$ cat src/rtl/muldiv_pkg.sv
// rtl/muldiv_pkg.sv - shared op encodings, FSM states and iteration count for muldiv_unit
package muldiv_pkg;

    localparam int ITER = 32;

    typedef enum logic [1:0] {
        MULT  = 2'b00,
        MULTU = 2'b01,
        DIV   = 2'b10,
        DIVU  = 2'b11
    } op_e;

    typedef enum logic [1:0] {
        IDLE = 2'b00,
        RUN  = 2'b01,
        FIX  = 2'b10,
        DONE = 2'b11
    } state_e;

endpackage

$ cat src/rtl/muldiv_if.sv
// rtl/muldiv_if.sv - request/result bundle between execute stage and muldiv_unit
interface muldiv_if #(
    parameter int WIDTH = 32
);
    logic                 start;
    logic [1:0]           op;
    logic [WIDTH-1:0]     a;
    logic [WIDTH-1:0]     b;
    logic                 busy;
    logic                 done;
    logic                 hilo_we;
    logic [2*WIDTH-1:0]   result;

    modport master (
        output start, op, a, b,
        input  busy, done, hilo_we, result
    );

    modport slave (
        input  start, op, a, b,
        output busy, done, hilo_we, result
    );
endinterface

$ cat src/rtl/muldiv_div_step.sv
// rtl/muldiv_div_step.sv - one combinational restoring-divide step (module div_step)
module div_step #(
    parameter int WIDTH = 32
) (
    input  logic [WIDTH-1:0] rem_i,
    input  logic [WIDTH-1:0] quo_i,
    input  logic [WIDTH-1:0] dvs_i,
    output logic [WIDTH-1:0] rem_o,
    output logic [WIDTH-1:0] quo_o
);
    logic [WIDTH:0] rem_sh;
    logic [WIDTH:0] trial;

    // The shifted remainder can exceed WIDTH bits for large unsigned divisors;
    // trial[WIDTH] is the borrow because |rem_sh - dvs| always fits in WIDTH bits.
    assign rem_sh = {rem_i, quo_i[WIDTH-1]};
    assign trial  = rem_sh - {1'b0, dvs_i};
    assign rem_o  = trial[WIDTH] ? rem_sh[WIDTH-1:0] : trial[WIDTH-1:0];
    assign quo_o  = {quo_i[WIDTH-2:0], ~trial[WIDTH]};
endmodule

$ cat src/rtl/muldiv_unit.sv
// rtl/muldiv_unit.sv - iterative 32-bit multiply/divide producing {hi, lo}
// Divide datapath is compiled only when MULDIV_DIV_EN is defined.
module muldiv_unit
    import muldiv_pkg::*;
#(
    parameter int WIDTH = 32
) (
    input  logic     clk,
    input  logic     rst,
    muldiv_if.slave  bus
);
    localparam int CW = $clog2(ITER);

    state_e               state_q, state_d;
    logic [CW-1:0]        cnt_q, cnt_d;
    logic [1:0]           op_q, op_d;
    logic                 neg_q, neg_d;
    logic [WIDTH-1:0]     opb_q, opb_d;
    logic [2*WIDTH-1:0]   acc_q, acc_d;
    logic [2*WIDTH-1:0]   result_q, result_d;
    logic                 busy_q, busy_d;
    logic                 done_q, done_d;
    logic                 we_q, we_d;

    logic                 a_neg, b_neg;
    logic [WIDTH-1:0]     a_mag, b_mag;
    logic [WIDTH:0]       mul_sum;

`ifdef MULDIV_DIV_EN
    logic                 neg_rem_q, neg_rem_d;
    logic                 bzero_q, bzero_d;
    logic [WIDTH-1:0]     rem_nx, quo_nx;
    logic [WIDTH-1:0]     rem_fix, quo_fix;

    div_step #(.WIDTH(WIDTH)) u_div_step (
        .rem_i (acc_q[2*WIDTH-1:WIDTH]),
        .quo_i (acc_q[WIDTH-1:0]),
        .dvs_i (opb_q),
        .rem_o (rem_nx),
        .quo_o (quo_nx)
    );
`endif

    always_comb begin
        state_d  = state_q;
        cnt_d    = cnt_q;
        op_d     = op_q;
        neg_d    = neg_q;
        opb_d    = opb_q;
        acc_d    = acc_q;
        result_d = result_q;
`ifdef MULDIV_DIV_EN
        neg_rem_d = neg_rem_q;
        bzero_d   = bzero_q;
        rem_fix   = neg_rem_q ? -acc_q[2*WIDTH-1:WIDTH] : acc_q[2*WIDTH-1:WIDTH];
        quo_fix   = bzero_q ? {WIDTH{1'b1}}
                            : (neg_q ? -acc_q[WIDTH-1:0] : acc_q[WIDTH-1:0]);
`endif
        // op[0]=0 marks the signed variants
        a_neg   = ~bus.op[0] & bus.a[WIDTH-1];
        b_neg   = ~bus.op[0] & bus.b[WIDTH-1];
        a_mag   = a_neg ? -bus.a : bus.a;
        b_mag   = b_neg ? -bus.b : bus.b;
        mul_sum = {1'b0, acc_q[2*WIDTH-1:WIDTH]} + (acc_q[0] ? {1'b0, opb_q} : '0);

        case (state_q)
            IDLE: begin
                if (bus.start) begin
                    op_d  = bus.op;
                    neg_d = a_neg ^ b_neg;
                    cnt_d = '0;
                    // multiplicand or divisor in opb; multiplier or dividend in acc low half
                    opb_d = bus.op[1] ? b_mag : a_mag;
                    acc_d = {{WIDTH{1'b0}}, (bus.op[1] ? a_mag : b_mag)};
`ifdef MULDIV_DIV_EN
                    neg_rem_d = a_neg;
                    bzero_d   = (bus.b == '0);
                    state_d   = RUN;
`else
                    state_d   = bus.op[1] ? DONE : RUN;
`endif
                end
            end
            RUN: begin
                cnt_d = cnt_q + 1'b1;
                if (cnt_q == CW'(ITER - 1)) begin
                    state_d = FIX;
                end
`ifdef MULDIV_DIV_EN
                acc_d = op_q[1] ? {rem_nx, quo_nx} : {mul_sum, acc_q[WIDTH-1:1]};
`else
                acc_d = {mul_sum, acc_q[WIDTH-1:1]};
`endif
            end
            FIX: begin
                state_d  = DONE;
                result_d = neg_q ? -acc_q : acc_q;
`ifdef MULDIV_DIV_EN
                if (op_q[1]) begin
                    result_d = {rem_fix, quo_fix};
                end
`endif
            end
            default: begin
                state_d = IDLE;
            end
        endcase

        busy_d = (state_d != IDLE);
        done_d = (state_d == DONE);
`ifdef MULDIV_DIV_EN
        we_d   = done_d;
`else
        we_d   = done_d & ~op_d[1];
`endif
    end

    always_ff @(posedge clk) begin
        if (rst) begin
            state_q  <= IDLE;
            cnt_q    <= '0;
            op_q     <= '0;
            neg_q    <= 1'b0;
            opb_q    <= '0;
            acc_q    <= '0;
            result_q <= '0;
            busy_q   <= 1'b0;
            done_q   <= 1'b0;
            we_q     <= 1'b0;
`ifdef MULDIV_DIV_EN
            neg_rem_q <= 1'b0;
            bzero_q   <= 1'b0;
`endif
        end else begin
            state_q  <= state_d;
            cnt_q    <= cnt_d;
            op_q     <= op_d;
            neg_q    <= neg_d;
            opb_q    <= opb_d;
            acc_q    <= acc_d;
            result_q <= result_d;
            busy_q   <= busy_d;
            done_q   <= done_d;
            we_q     <= we_d;
`ifdef MULDIV_DIV_EN
            neg_rem_q <= neg_rem_d;
            bzero_q   <= bzero_d;
`endif
        end
    end

    assign bus.busy    = busy_q;
    assign bus.done    = done_q;
    assign bus.hilo_we = we_q;
    assign bus.result  = result_q;
endmodule

$ cat src/flat_wrapper.sv
// flat-port wrapper written by rule: the top's interface ports become plain ports
module muldiv_unit_flat import muldiv_pkg::*;
#(
    parameter int WIDTH = 32
)
  (clk, rst, bus_start, bus_op, bus_a, bus_b, bus_busy, bus_done, bus_hilo_we, bus_result);
  muldiv_if #(.WIDTH(WIDTH)) bus_i ();
  input  logic clk;
  input  logic rst;
  input wire logic [$bits(bus_i.start)-1:0] bus_start;
  input wire logic [$bits(bus_i.op)-1:0] bus_op;
  input wire logic [$bits(bus_i.a)-1:0] bus_a;
  input wire logic [$bits(bus_i.b)-1:0] bus_b;
  output wire logic [$bits(bus_i.busy)-1:0] bus_busy;
  output wire logic [$bits(bus_i.done)-1:0] bus_done;
  output wire logic [$bits(bus_i.hilo_we)-1:0] bus_hilo_we;
  output wire logic [$bits(bus_i.result)-1:0] bus_result;
  assign bus_i.start = bus_start;
  assign bus_i.op = bus_op;
  assign bus_i.a = bus_a;
  assign bus_i.b = bus_b;
  assign bus_busy = bus_i.busy;
  assign bus_done = bus_i.done;
  assign bus_hilo_we = bus_i.hilo_we;
  assign bus_result = bus_i.result;
  muldiv_unit #(.WIDTH(WIDTH)) u_core (.clk(clk), .rst(rst), .bus(bus_i));
endmodule
$ cat config.mk
export PLATFORM = sky130hd
export DESIGN_NAME = muldiv_unit_flat
export DESIGN_NICKNAME = d
export VERILOG_FILES = /design/src/rtl/muldiv_pkg.sv /design/src/rtl/muldiv_if.sv /design/src/rtl/muldiv_div_step.sv /design/src/rtl/muldiv_unit.sv /design/src/flat_wrapper.sv
export SDC_FILE = /design/constraint.sdc
export NUM_CORES = 1
export LEC_CHECK = 0
export BUFFER_PORTS_ARGS = -buffer_cell sky130_fd_sc_hd__buf_4
export CORE_ASPECT_RATIO = 0.8
export CORE_MARGIN = 10
export CORE_UTILIZATION = 44
export CTS_CLUSTER_SIZE = 25
export DETAILED_ROUTE_END_ITERATION = 8
export SYNTH_ARGS = -nofsm -noshare
export SYNTH_HDL_FRONTEND = slang
export SYNTH_HIERARCHICAL = 1
export SYNTH_SLANG_ARGS = --single-unit
export TNS_END_PERCENT = 5
$ cat constraint.sdc
create_clock -name clk -period 4.2 [get_ports clk]
set_input_delay 0.21 -clock clk [delete_from_list [all_inputs] [get_ports clk]]
set_output_delay 0.21 -clock clk [all_outputs]
set_load 0.02 [all_outputs]
== After elaboration in Yosys (flattened, before gate mapping) ==
Index checks and enable logic that the tools add are counted.

* Bits in registers: 173

* Add/subtract/negate cells: 5
* Equality and inequality tests: 5
* Muxes and demuxes: 16
* Bitwise gates (word level): 6
* Reduce and logical (&&, ||, !) cells: 5

{| class="wikitable"
|+ Operators with widths
! cell !! number
|-
| two-way mux 32 bit || 5
|-
| two-way mux 64 bit || 2
|-
| one-hot mux 64 bit (2 select lines) || 1
|-
| negation 32 bit || 2
|-
| negation 64 bit || 1
|-
| adder 32 x 33 -> 33 bit || 1
|-
| two-way mux 2 bit || 5
|-
| one-hot mux 5 bit (2 select lines) || 1
|-
| one-hot mux 2 bit (3 select lines) || 1
|-
| adder 5 x 1 -> 5 bit, second input constant || 1
|-
| equality test 5 bit, second input constant || 1
|-
| two-way mux 5 bit || 1
|-
| equality test 2 bit, second input constant || 2
|-
| AND reduction 2 bit || 2
|-
| nonzero test 2 bit || 2
|-
| bitwise AND 1 bit || 3
|-
| equality test 2 x 1 -> 1 bit, second input constant || 1
|-
| logical NOT 2 bit || 1
|-
| inequality test 2 bit, second input constant || 1
|-
| inverter 1 bit || 2
|-
| bitwise XOR 1 bit || 1
|}

== Longest topological paths before layout ==
Gate-level depths: netlist of the first run.

* Word-level depth: 6
* Gate-level depth with buffers: 14

== Worst setup path after synthesis of the first run ==
Ideal clock, no wire load.

* Path type: flip-flop to flip-flop
* Start point: reg u_core.acc_q[0]
* End point: reg u_core.acc_q[52]
* Setup time: 117 ps
* Data arrival time: 3134 ps
* Data required time: 4083 ps
* Path slack: 950 ps
* Cell stages (with the launch flop): 14
* Buffers on the path: 2
* Period minus slack after synthesis: 3250 ps
* Cells stage by stage: dfxtp_1 -> clkbuf_1 -> buf_1 -> nand2_1 -> inv_1 -> ha_1 -> a211o_1 -> a211oi_1 -> nor4_1 -> a2111oi_0 -> o221ai_1 -> a31oi_1 -> xnor2_1 -> a22o_1

* Longest elaborated chain between the ends: 3

{| class="wikitable"
|+ RTL lines
! what !! line !! text
|-
| from (decl) || muldiv_unit.sv:19 || <nowiki>logic [2*WIDTH-1:0] acc_q, acc_d;</nowiki>
|-
| from (signal assigned) || muldiv_unit.sv:125 || <nowiki>acc_q <= '0;</nowiki>
|-
| from (signal assigned) || muldiv_unit.sv:140 || <nowiki>acc_q <= acc_d;</nowiki>
|-
| two-way mux 32 bit || muldiv_unit.sv:64 || <nowiki>mul_sum = {1'b0, acc_q[2*WIDTH-1:WIDTH]} + (acc_q[0] ? {1'b0, opb_q} : '0);</nowiki>
|-
| adder 32 x 33 -> 33 bit || muldiv_unit.sv:64 ||
|-
| one-hot mux 64 bit (2 select lines) || muldiv_unit.sv:66 || <nowiki>case (state_q)</nowiki>
|}

No other way between the ends.
A chain may end at the register's enable or synchronous reset.

== Final worst setup path of the first run ==
Same ends and word-level chain as after synthesis.

==> metrics.cfg, run 1 <==
[yosys]
synth_ff_type=dfxtp_1
syn-num-nets=1481
yosysSeqAreaShare_pct=31.71
ys_ff_latch=172
postSynthAreaPerCell_um2=7.903
yosys.area.top_type=dfxtp_1
synth.distinct_cells=60
synthesis.instances=1374
yosysWarnings=6
synth_top_area_share_pct=31.71
async_reset_ff_share_pct=0
synth_area_leaders=dfxtp_1 (32%), xor2_1 (7.6%), nand2_1 (5.3%)
synth_edf_count=0
netlist_area_um2=10860

[clock_network]
clockBufferDepth=2
clkLatencyLatePin_ns=0.44
clkTransAtPathRegs_ns=0.07
cts_buffers=17
cts_max_level=4
cts.sinks=172
post_cts_buffers=0
cts_root_buffer=clkbuf_16
ctsHoldBuffers=0
cts_tree=built
cts_resized=0

[placement]
post-dp-hpwl_um=28070
io_buffers=135
gp_congestion=0.9434
placed_cells=1754

[final_layout]
finish.utilization_pct=52.11
final_common_cell=dfxtp_1
layout_common_cells=dfxtp_1 (171), nand2_1 (153), buf_4 (146), nor2_1 (135), o21ai_0 (100)
syn_to_final_growth_pct=16.67
final_cells=1786
fin_nets=1562
fillers=2428
layout-drive-gt1-share_pct=13.96
antenna_cells=0

[sta]
max_freq_mhz=273.6
worst_pin_slew_ns=1.140
slew_viol_final=0
finalHoldViolCount=0
period_share_pct=87.02
rsz0062_at_grt=no
min_period_ns=3.655
slew_headroom_pct=24.01
totalNegativeSetupSlack_ns=0
whs_ns=0.09842
finClkSkew_ns=0.01371
finalSetupViolations=0

[floorplan]
core_area_um2=24310
die_w_um=195.6
die_y_um=160.5
ios=136
std_cell_rows=51
start_util_pct=44.67
die_area_um2=31400

[global_route]
antenna_found_initial=0
grt_usage_pct=21.99
grt_pass1_vias=9504
globalRoute.totalOverflow=0
grt_max_degree=71
grt_pass1_wl_um=55750

[setup_path]
cp-start-kind=register
cpPeakStageDelay_ns=0.69
crit_arrival_ns=3.99
worstSetupPathType=register to register
path_max_fanout=27
critPathCaptureType=register
r2r_start=u_core/acc_q[0]$_SDFFE_PP0P_
reg2reg_depth=11
critPathRequiredTime_ns=4.53
reg2reg_to=u_core/acc_q[52]$_SDFFE_PP0P_
r2r_slack_ns=0.55
path_cells=buf_4 -> and2_1 -> ha_1 -> a21o_1 -> a211oi_1 -> nor4_1 -> a2111oi_0 -> o221ai_1 -> a31oi_1 -> xnor2_1 -> a22o_1
crit_slowest_cell=a2111oi_0

[route]
drc_errors=0
finalWirelength_um=36030
drtIter0Drc=1053
wl_per_cell_um=20.17
dr.pass1.iters=7
vias=10439
post_drt_via_cell_ratio=5.845
ant_nets=0

[pwr]
irDropWorstVdd_mv=0.2775
cellLeakagePower_uw=0.005090
cellPowerDensity_nw_per_um2=330.9

[run_status]
status=finished, final reports clean

[hold_path]
hold_depth=3
hold_class=input port to register
hold_path.startpoint=bus_b[0]
min_to=u_core/acc_q[0]$_SDFFE_PP0P_

[job]
maxCapViolations=0

-- flip-flops by register name (all words and copies together) (netlist names) --
signal,count
u_core/bus.done,1
u_core/bus.result,64
u_core/opb_q,32
u_core/bus.busy,1
u_core/bus.hilo_we,1
u_core/acc_q,64
u_core/op_q,1
u_core/cnt_q,5
u_core/state_q,2
u_core/neg_q,1
-- logic make-up after synthesis --
family / after synthesis / share of synthesized area, %
compound gates: 419 / 25.81
xor+xnor: 147 / 11.86
fa+ha+maj: 38 / 4.447
buf+inv: 109 / 3.768
flops: 172 / 31.71
mux: 14 / 1.290
simple gates: 475 / 21.12
-- critical path: cells and delay by family (launching register included) --
family,cells,cell delay [ns]
compound gates,6,2.06
flops,1,0.55
simple gates,2,0.28
buf+inv,1,0.31
xor+xnor,1,0.09
fa+ha+maj,1,0.26
-- synthesized netlist by cell type (3+ instances only) --
master / number
nor4_2: 3
and2_1: 38
o21a_1: 8
and3_1: 6
o21ba_2: 3
o21ai_0: 100
a211oi_1: 32
xnor2_1: 53
o21ai_1: 4
o31ai_1: 24
a31oi_1: 12
nor2b_1: 12
dfxtp_1: 172
o41ai_1: 16
a222oi_1: 30
a22oi_1: 18
ha_1: 37
inv_1: 24
nand4_1: 13
or2_2: 4
o22ai_1: 3
clkbuf_1: 77
a22o_1: 21
mux2i_1: 14
a21oi_1: 96
nor4_1: 12
or3_1: 11
nor3_1: 29
or4_1: 14
nand3b_1: 6
o211ai_1: 16
nand2_1: 153
o21bai_1: 3
nand2b_1: 17
a21o_1: 15
nor2_1: 137
and4_1: 3
xor2_1: 94
nand3_1: 10
buf_1: 7
-- how the worst max path moves through the flow --
stage,end,startpoint,slack (ns),depth (start not counted)
2_1_floorplan,u_core/acc_q[52]$_SDFFE_PP0P_,u_core/acc_q[0]$_SDFFE_PP0P_,0.95,13
3_5_place_dp,u_core/acc_q[52]$_SDFFE_PP0P_,u_core/acc_q[0]$_SDFFE_PP0P_,0.55,11
3_3_place_gp,u_core/acc_q[52]$_SDFFE_PP0P_,u_core/acc_q[0]$_SDFFE_PP0P_,0.69,11
5_1_grt,u_core/acc_q[52]$_SDFFE_PP0P_,u_core/acc_q[0]$_SDFFE_PP0P_,0.29,11
4_1_cts,u_core/acc_q[52]$_SDFFE_PP0P_,u_core/acc_q[0]$_SDFFE_PP0P_,0.55,11
6_report,u_core/acc_q[52]$_SDFFE_PP0P_,u_core/acc_q[0]$_SDFFE_PP0P_,0.55,11
-- per-layer routing --
metal / vias up / routed length [um] / global-route usage, %
li1: 5177 / - / -
met1: 4878 / 18650 / 34.73
met2: 357 / 14010 / 28.99
met3: 27 / 3021 / 5.181
met4: 0 / 348 / 3.846
met5: - / 0 / 0
-- stage by stage --
step | instance area, um^2 | total power (uW) | setup slack (ns)
after CTS | 12670 | 4220 | 0.5500
after global placement | 12060 | 2592 | 0.6927
after detailed placement | 12060 | 2599 | 0.5472
after global routing | 12670 | 4389 | 0.2926
after floorplan | 10860 | 2301 | 0.9496
final | 12670 | 4192 | 0.5451
-- where the power goes --
group | switching (uW) | leakage (uW) | total [uW] | internal [uW]
clock network | 766 | 0.000292 | 1620 | 856
registers | 97.3 | 0.00140 | 1800 | 1700
logic | 476 | 0.00340 | 769 | 294
-- cell type report --
type	count	area, um^2	share of cell area, %
Sequential cell	172	3445	27.19
Tap cell	318	397.9	3.140
Inverter	25	93.84	0.7407
Clock buffer	18	429.2	3.387
Multi-Input combinational cell	1093	7028	55.47
Timing Repair Buffer	146	1096	8.651
Clock inverter	14	180.2	1.422
Power figures use the tool's default switching activity.
==> inputs of run 2 (changes only) <==
--- a/config.mk
+++ b/config.mk
@@ -8,9 +8,10 @@
 export BUFFER_PORTS_ARGS = -buffer_cell sky130_fd_sc_hd__buf_4
 export CORE_ASPECT_RATIO = 0.8
 export CORE_MARGIN = 10
-export CORE_UTILIZATION = 44
+export CORE_UTILIZATION = 35
 export CTS_CLUSTER_SIZE = 25
 export DETAILED_ROUTE_END_ITERATION = 8
+export PLACE_DENSITY_LB_ADDON = 0.1
 export SYNTH_ARGS = -nofsm -noshare
 export SYNTH_HDL_FRONTEND = slang
 export SYNTH_HIERARCHICAL = 1
==> run 2 against run 1 <==
First-iteration DRC count is 15% lower. Via count fell by 1.7%. Total power grew 2.7%. Combinational power up 2%. Utilization decreased by 10 points. Clock-buffer cell count unchanged. Worst hold slack improved by 0.0076 ns. Clock skew is 0.0012 ns lower. Critical endpoint unchanged.
==> metrics.cfg, run 2 (synthesized netlist as in run 1, its figures left out) <==
[setup_path]
critPathRequiredTime_ns=4.53
cp-start-kind=register
worstSetupPathType=register to register
crit_arrival_ns=4.00
critPathCaptureType=register
path_max_fanout=13

[sta]
period_share_pct=87.42
worst_pin_slew_ns=1.184
slew_viol_final=0
finClkSkew_ns=0.01247
totalNegativeSetupSlack_ns=0
max_freq_mhz=272.3
finalHoldViolCount=0
slew_headroom_pct=20.72
finalSetupViolations=0
min_period_ns=3.672
rsz0062_at_grt=no

[route]
ant_nets=0
drc_errors=0
vias=10258
wl_per_cell_um=19.95
post_drt_via_cell_ratio=5.451
finalWirelength_um=37540
drtIter0Drc=890
dr.pass1.iters=5

[clock_network]
cts_resized=0
clkLatencyLatePin_ns=0.43
cts_buffers=17
cts_max_level=4
post_cts_buffers=0
cts_tree=built
ctsHoldBuffers=0
cts.sinks=172
cts_root_buffer=clkbuf_16
clkTransAtPathRegs_ns=0.07
clockBufferDepth=2

[final_layout]
layout-drive-gt1-share_pct=14.02
syn_to_final_growth_pct=18.11
antenna_cells=0
fin_nets=1564
final_common_cell=dfxtp_1
final_cells=1882
final_area_um2=12830
layout_common_cells=dfxtp_1 (171), nand2_1 (153), buf_4 (148), nor2_1 (135), o21ai_0 (100)

[floorplan]
die_area_um2=38520
std_cell_rows=57
start_util_pct=35.66
core_area_um2=30450
die_y_um=177.5
ios=136
die_w_um=216.9

[global_route]
grt_max_degree=65
globalRoute.totalOverflow=0
grt_usage_pct=18.89
grt_pass1_wl_um=57420
antenna_found_initial=1
grt_pass1_vias=9533

[placement]
gp_congestion=0.9015
post-dp-hpwl_um=29670
placed_cells=1851
place_area_um2=12190
io_buffers=135

[pwr]
cellLeakagePower_uw=0.005114
cellPowerDensity_nw_per_um2=335.6
design_power_total_uw=4305
irDropWorstVdd_mv=0.2140

[run_status]
status=finished, final reports clean

[job]
maxCapViolations=0

[hold_path]
hold_class=input port to register

==> run 2: path summary, 6_finish.rpt <==
kind	start	endpoint	slack, ns	cells past startpoint
max	u_core/acc_q[0]$_SDFFE_PP0P_	u_core/acc_q[52]$_SDFFE_PP0P_	0.53	11
min	bus_b[0]	u_core/acc_q[0]$_SDFFE_PP0P_	0.11	3
max reg2reg	u_core/acc_q[0]$_SDFFE_PP0P_	u_core/acc_q[52]$_SDFFE_PP0P_	0.53	11
min reg2reg	u_core/opb_q[17]$_SDFFE_PP0P_	u_core/opb_q[17]$_SDFFE_PP0P_	0.45	2
==> run 2: stage by stage <==
| stage | hold WS, ns | setup slack (ns) | util, % |
|---|---|---|---|
| floorplan | 0.3505 | 0.9496 | - |
| global placement | 0.4216 | 0.6162 | 40.04 |
| global route | 0.1100 | 0.2597 | 42.12 |
| CTS | 0.08302 | 0.5210 | 42.12 |
| finish | 0.1060 | 0.5282 | 42.12 |
| detailed placement | 0.4373 | 0.5143 | 40.04 |
==> run 2: layout make-up <==
cell class	instances	area [um^2]
Inverter	25	93.84
Clock inverter	13	202.7
Timing Repair Buffer	148	1111
Clock buffer	18	429.2
Tap cell	413	516.7
Sequential cell	172	3445
Fill cell	3196	17630
Multi-Input combinational cell	1093	7028
==> run 2: report_power, final <==
part	internal (uW)	switching, uW	total [uW]
logic	294	490	784
clock network	1010	711	1720
registers	1700	92.5	1800
==> run 2: per-layer routing <==
layer	track usage, %	vias to the layer above	wire length [um]
li1	-	5182	-
met1	29.71	4801	20310
met2	25.23	256	14560
met3	3.743	19	2285
met4	4.042	0	378
met5	0	-	0
==> run 2: critical path, stage by stage, from the launching register on <==
cell and delay, ns:
dfxtp_1 0.59, nand2_1 0.17, inv_1 0.08, ha_1 0.23, a211o_1 0.31, a211oi_1 0.37
nor4_1 0.12, a2111oi_0 0.81, o221ai_1 0.33, a31oi_1 0.28, xnor2_1 0.09, a22o_1 0.19
==> inputs of run 3 (changes only) <==
--- a/config.mk
+++ b/config.mk
@@ -8,12 +8,11 @@
 export BUFFER_PORTS_ARGS = -buffer_cell sky130_fd_sc_hd__buf_4
 export CORE_ASPECT_RATIO = 0.8
 export CORE_MARGIN = 10
-export CORE_UTILIZATION = 35
+export CORE_UTILIZATION = 50
 export CTS_CLUSTER_SIZE = 25
 export DETAILED_ROUTE_END_ITERATION = 8
 export PLACE_DENSITY_LB_ADDON = 0.1
 export SYNTH_ARGS = -nofsm -noshare
 export SYNTH_HDL_FRONTEND = slang
-export SYNTH_HIERARCHICAL = 1
 export SYNTH_SLANG_ARGS = --single-unit
 export TNS_END_PERCENT = 5
==> run 3 against run 2 <==
Routed wire length shrank 7.0%. Register-to-register slack lost 0.06 ns. Utilization grew 17 points. Worst setup slack lost 0.057 ns. Sequential power is essentially flat. Critical path depth is the same. Worst hold slack lost 0.032 ns. Area after synthesis grew 1.2%. Final area shrank 0.88%. Via count grew 4.8%. Highest routed layer unchanged.
==> metrics.cfg, run 3 <==
[final_layout]
final_cells=1796
syn_to_final_growth_pct=15.66
layout-drive-gt1-share_pct=14.07
layout_common_cells=dfxtp_1 (171), nor2_1 (158), nand2_1 (153), buf_4 (153), o21ai_0 (123)
final_common_cell=dfxtp_1
fin_nets=1615
final_area_um2=12710
antenna_cells=0

[sta]
rsz0062_at_grt=no
whs_ns=0.07418
min_period_ns=3.729
period_share_pct=88.79
finalSetupViolations=0
finClkSkew_ns=0.02322
totalNegativeSetupSlack_ns=0
slew_viol_final=0
finalHoldViolCount=0
max_freq_mhz=268.2
slew_headroom_pct=22.18
worst_pin_slew_ns=1.167

[clock_network]
cts_max_level=4
cts_root_buffer=clkbuf_16
cts_buffers=17
cts.sinks=172
clkTransAtPathRegs_ns=0.08
clockBufferDepth=2
post_cts_buffers=0
cts_resized=0
clkLatencyLatePin_ns=0.45
ctsHoldBuffers=0
cts_tree=built

[yosys]
synthesis.instances=1424
yosys.area.top_type=dfxtp_1
async_reset_ff_share_pct=0
netlist_top_cells_count=dfxtp_1 (172), nor2_1 (159), nand2_1 (153), o21ai_0 (123), a21oi_1 (109)
synth_area_leaders=dfxtp_1 (31%), xor2_1 (6.5%), o21ai_0 (5.6%)
netlist_area_um2=10990
yosysMostFrequentCell=dfxtp_1
yosysSeqAreaShare_pct=31.33
synth_top_area_share_pct=31.33
postSynthAreaPerCell_um2=7.719
ys_ff_latch=172
synth_ff_type=dfxtp_1
yosysWarnings=0
synth_edf_count=0
syn-num-nets=1531
synth.distinct_cells=63

[global_route]
globalRoute.totalOverflow=0
grt_max_degree=73
antenna_found_initial=0
grt_pass1_wl_um=54690
grt_usage_pct=23.93
grt_pass1_vias=9950

[floorplan]
core_area_um2=21620
die_w_um=185.8
start_util_pct=50.84
ios=136
std_cell_rows=48
die_area_um2=28350
die_y_um=152.6

[placement]
gp_congestion=1.001
placed_cells=1764
post-dp-hpwl_um=26580
io_buffers=135
place_area_um2=12130

[route]
finalWirelength_um=34910
post_drt_via_cell_ratio=5.986
dr.pass1.iters=9
drtIter0Drc=1134
ant_nets=0
drc_errors=0
vias=10750
wl_per_cell_um=19.44

[run_status]
status=finished, final reports clean

[setup_path]
crit_arrival_ns=4.06
cp-startpoint=u_core.acc_q[0]$_SDFFE_PP0P_
worstSetupPathType=register to register
cp-start-kind=register
path_cells=buf_4 -> nand2_1 -> fa_1 -> nor2b_1 -> o31ai_1 -> a21o_1 -> o41ai_1 -> o21ai_0 -> a311oi_1 -> o21ai_0 -> a32o_1
critPathRequiredTime_ns=4.53
cpPeakStageDelay_ns=0.72
r2r_start=u_core.acc_q[0]$_SDFFE_PP0P_
critPathCaptureType=register
crit_slowest_cell=o41ai_1
path_max_fanout=36
cp_common_cell=o21ai_0

[pwr]
irDropWorstVdd_mv=0.2555
design_power_total_uw=4177
cellLeakagePower_uw=0.005130
cellPowerDensity_nw_per_um2=328.6

[job]
maxCapViolations=0

[hold_path]
hold_class=input port to register
hold_path.startpoint=bus_start

-- run 3: changes by cell type after synthesis, moves of 9 or more --
cell / change
xor2_1: -13
a22o_1: -21
o21ai_0: +23
nor2_1: +22
a31oi_1: +14
or3_1: +9
a21oi_1: +13
-- run 3: path summary, 6_finish.rpt --
kind,slack (ns),depth (start not counted),endpoint
hold reg to reg,0.45,2,u_core.opb_q[26]$_SDFFE_PP0P_
setup reg to reg,0.47,11,u_core.acc_q[59]$_SDFFE_PP0P_
setup / recovery,0.47,11,u_core.acc_q[59]$_SDFFE_PP0P_
hold / removal,0.07,3,u_core.state_q[0]$_SDFF_PP0_
-- run 3: final cells by class --
cell class	instances	area, um^2
multi-input combinational	1131	7064
inverter	33	123.9
clock buffer	18	439.2
fill	2010	8907
timing repair buffer	153	1149
tap	275	344.1
sequential	172	3445
clock inverter	14	148.9
-- run 3: power by group --
group	total, uW	switching (uW)	internal (uW)	leakage [uW]
logic	793	491	302	0.00345
registers	1790	86.1	1710	0.00140
clock network	1590	783	810	0.000283
-- run 3: worst max-delay path: cells and delay by family, from the launching register on --
family,cells,cell delay [ns]
AO/OA/AOI/OAI,7,2.25
adder cells (fa/ha/maj),1,0.45
buffers and inverters,1,0.29
flip-flops,1,0.33
AND/OR/NAND/NOR,2,0.33
-- run 3: kinds of logic after synthesis --
group,after synthesis,synth area share (%)
multiplexers,13,1.184
flip-flops,172,31.33
AO/OA/AOI/OAI,453,26.52
AND/OR/NAND/NOR,489,20.91
adder cells (fa/ha/maj),38,4.394
buffers and inverters,121,4.667
XOR/XNOR,138,11.00
-- run 3: per-stage QoR --
| stage | setup WS [ns] | util [%] |
|---|---|---|
| after floorplan | 1.034 | - |
| after global placement | 0.7591 | 56.08 |
| after detailed placement | 0.5825 | 56.08 |
| after CTS | 0.5797 | 58.80 |
| after global routing | 0.2501 | 58.80 |
| final | 0.4708 | 58.80 |
-- run 3: metal layers --
metal | share of wire (%) | global-route usage [%]
met5 | 0 | 0
met4 | 1.3 | 5.519
met3 | 9.7 | 6.077
met2 | 41 | 34.31
met1 | 48 | 34.72
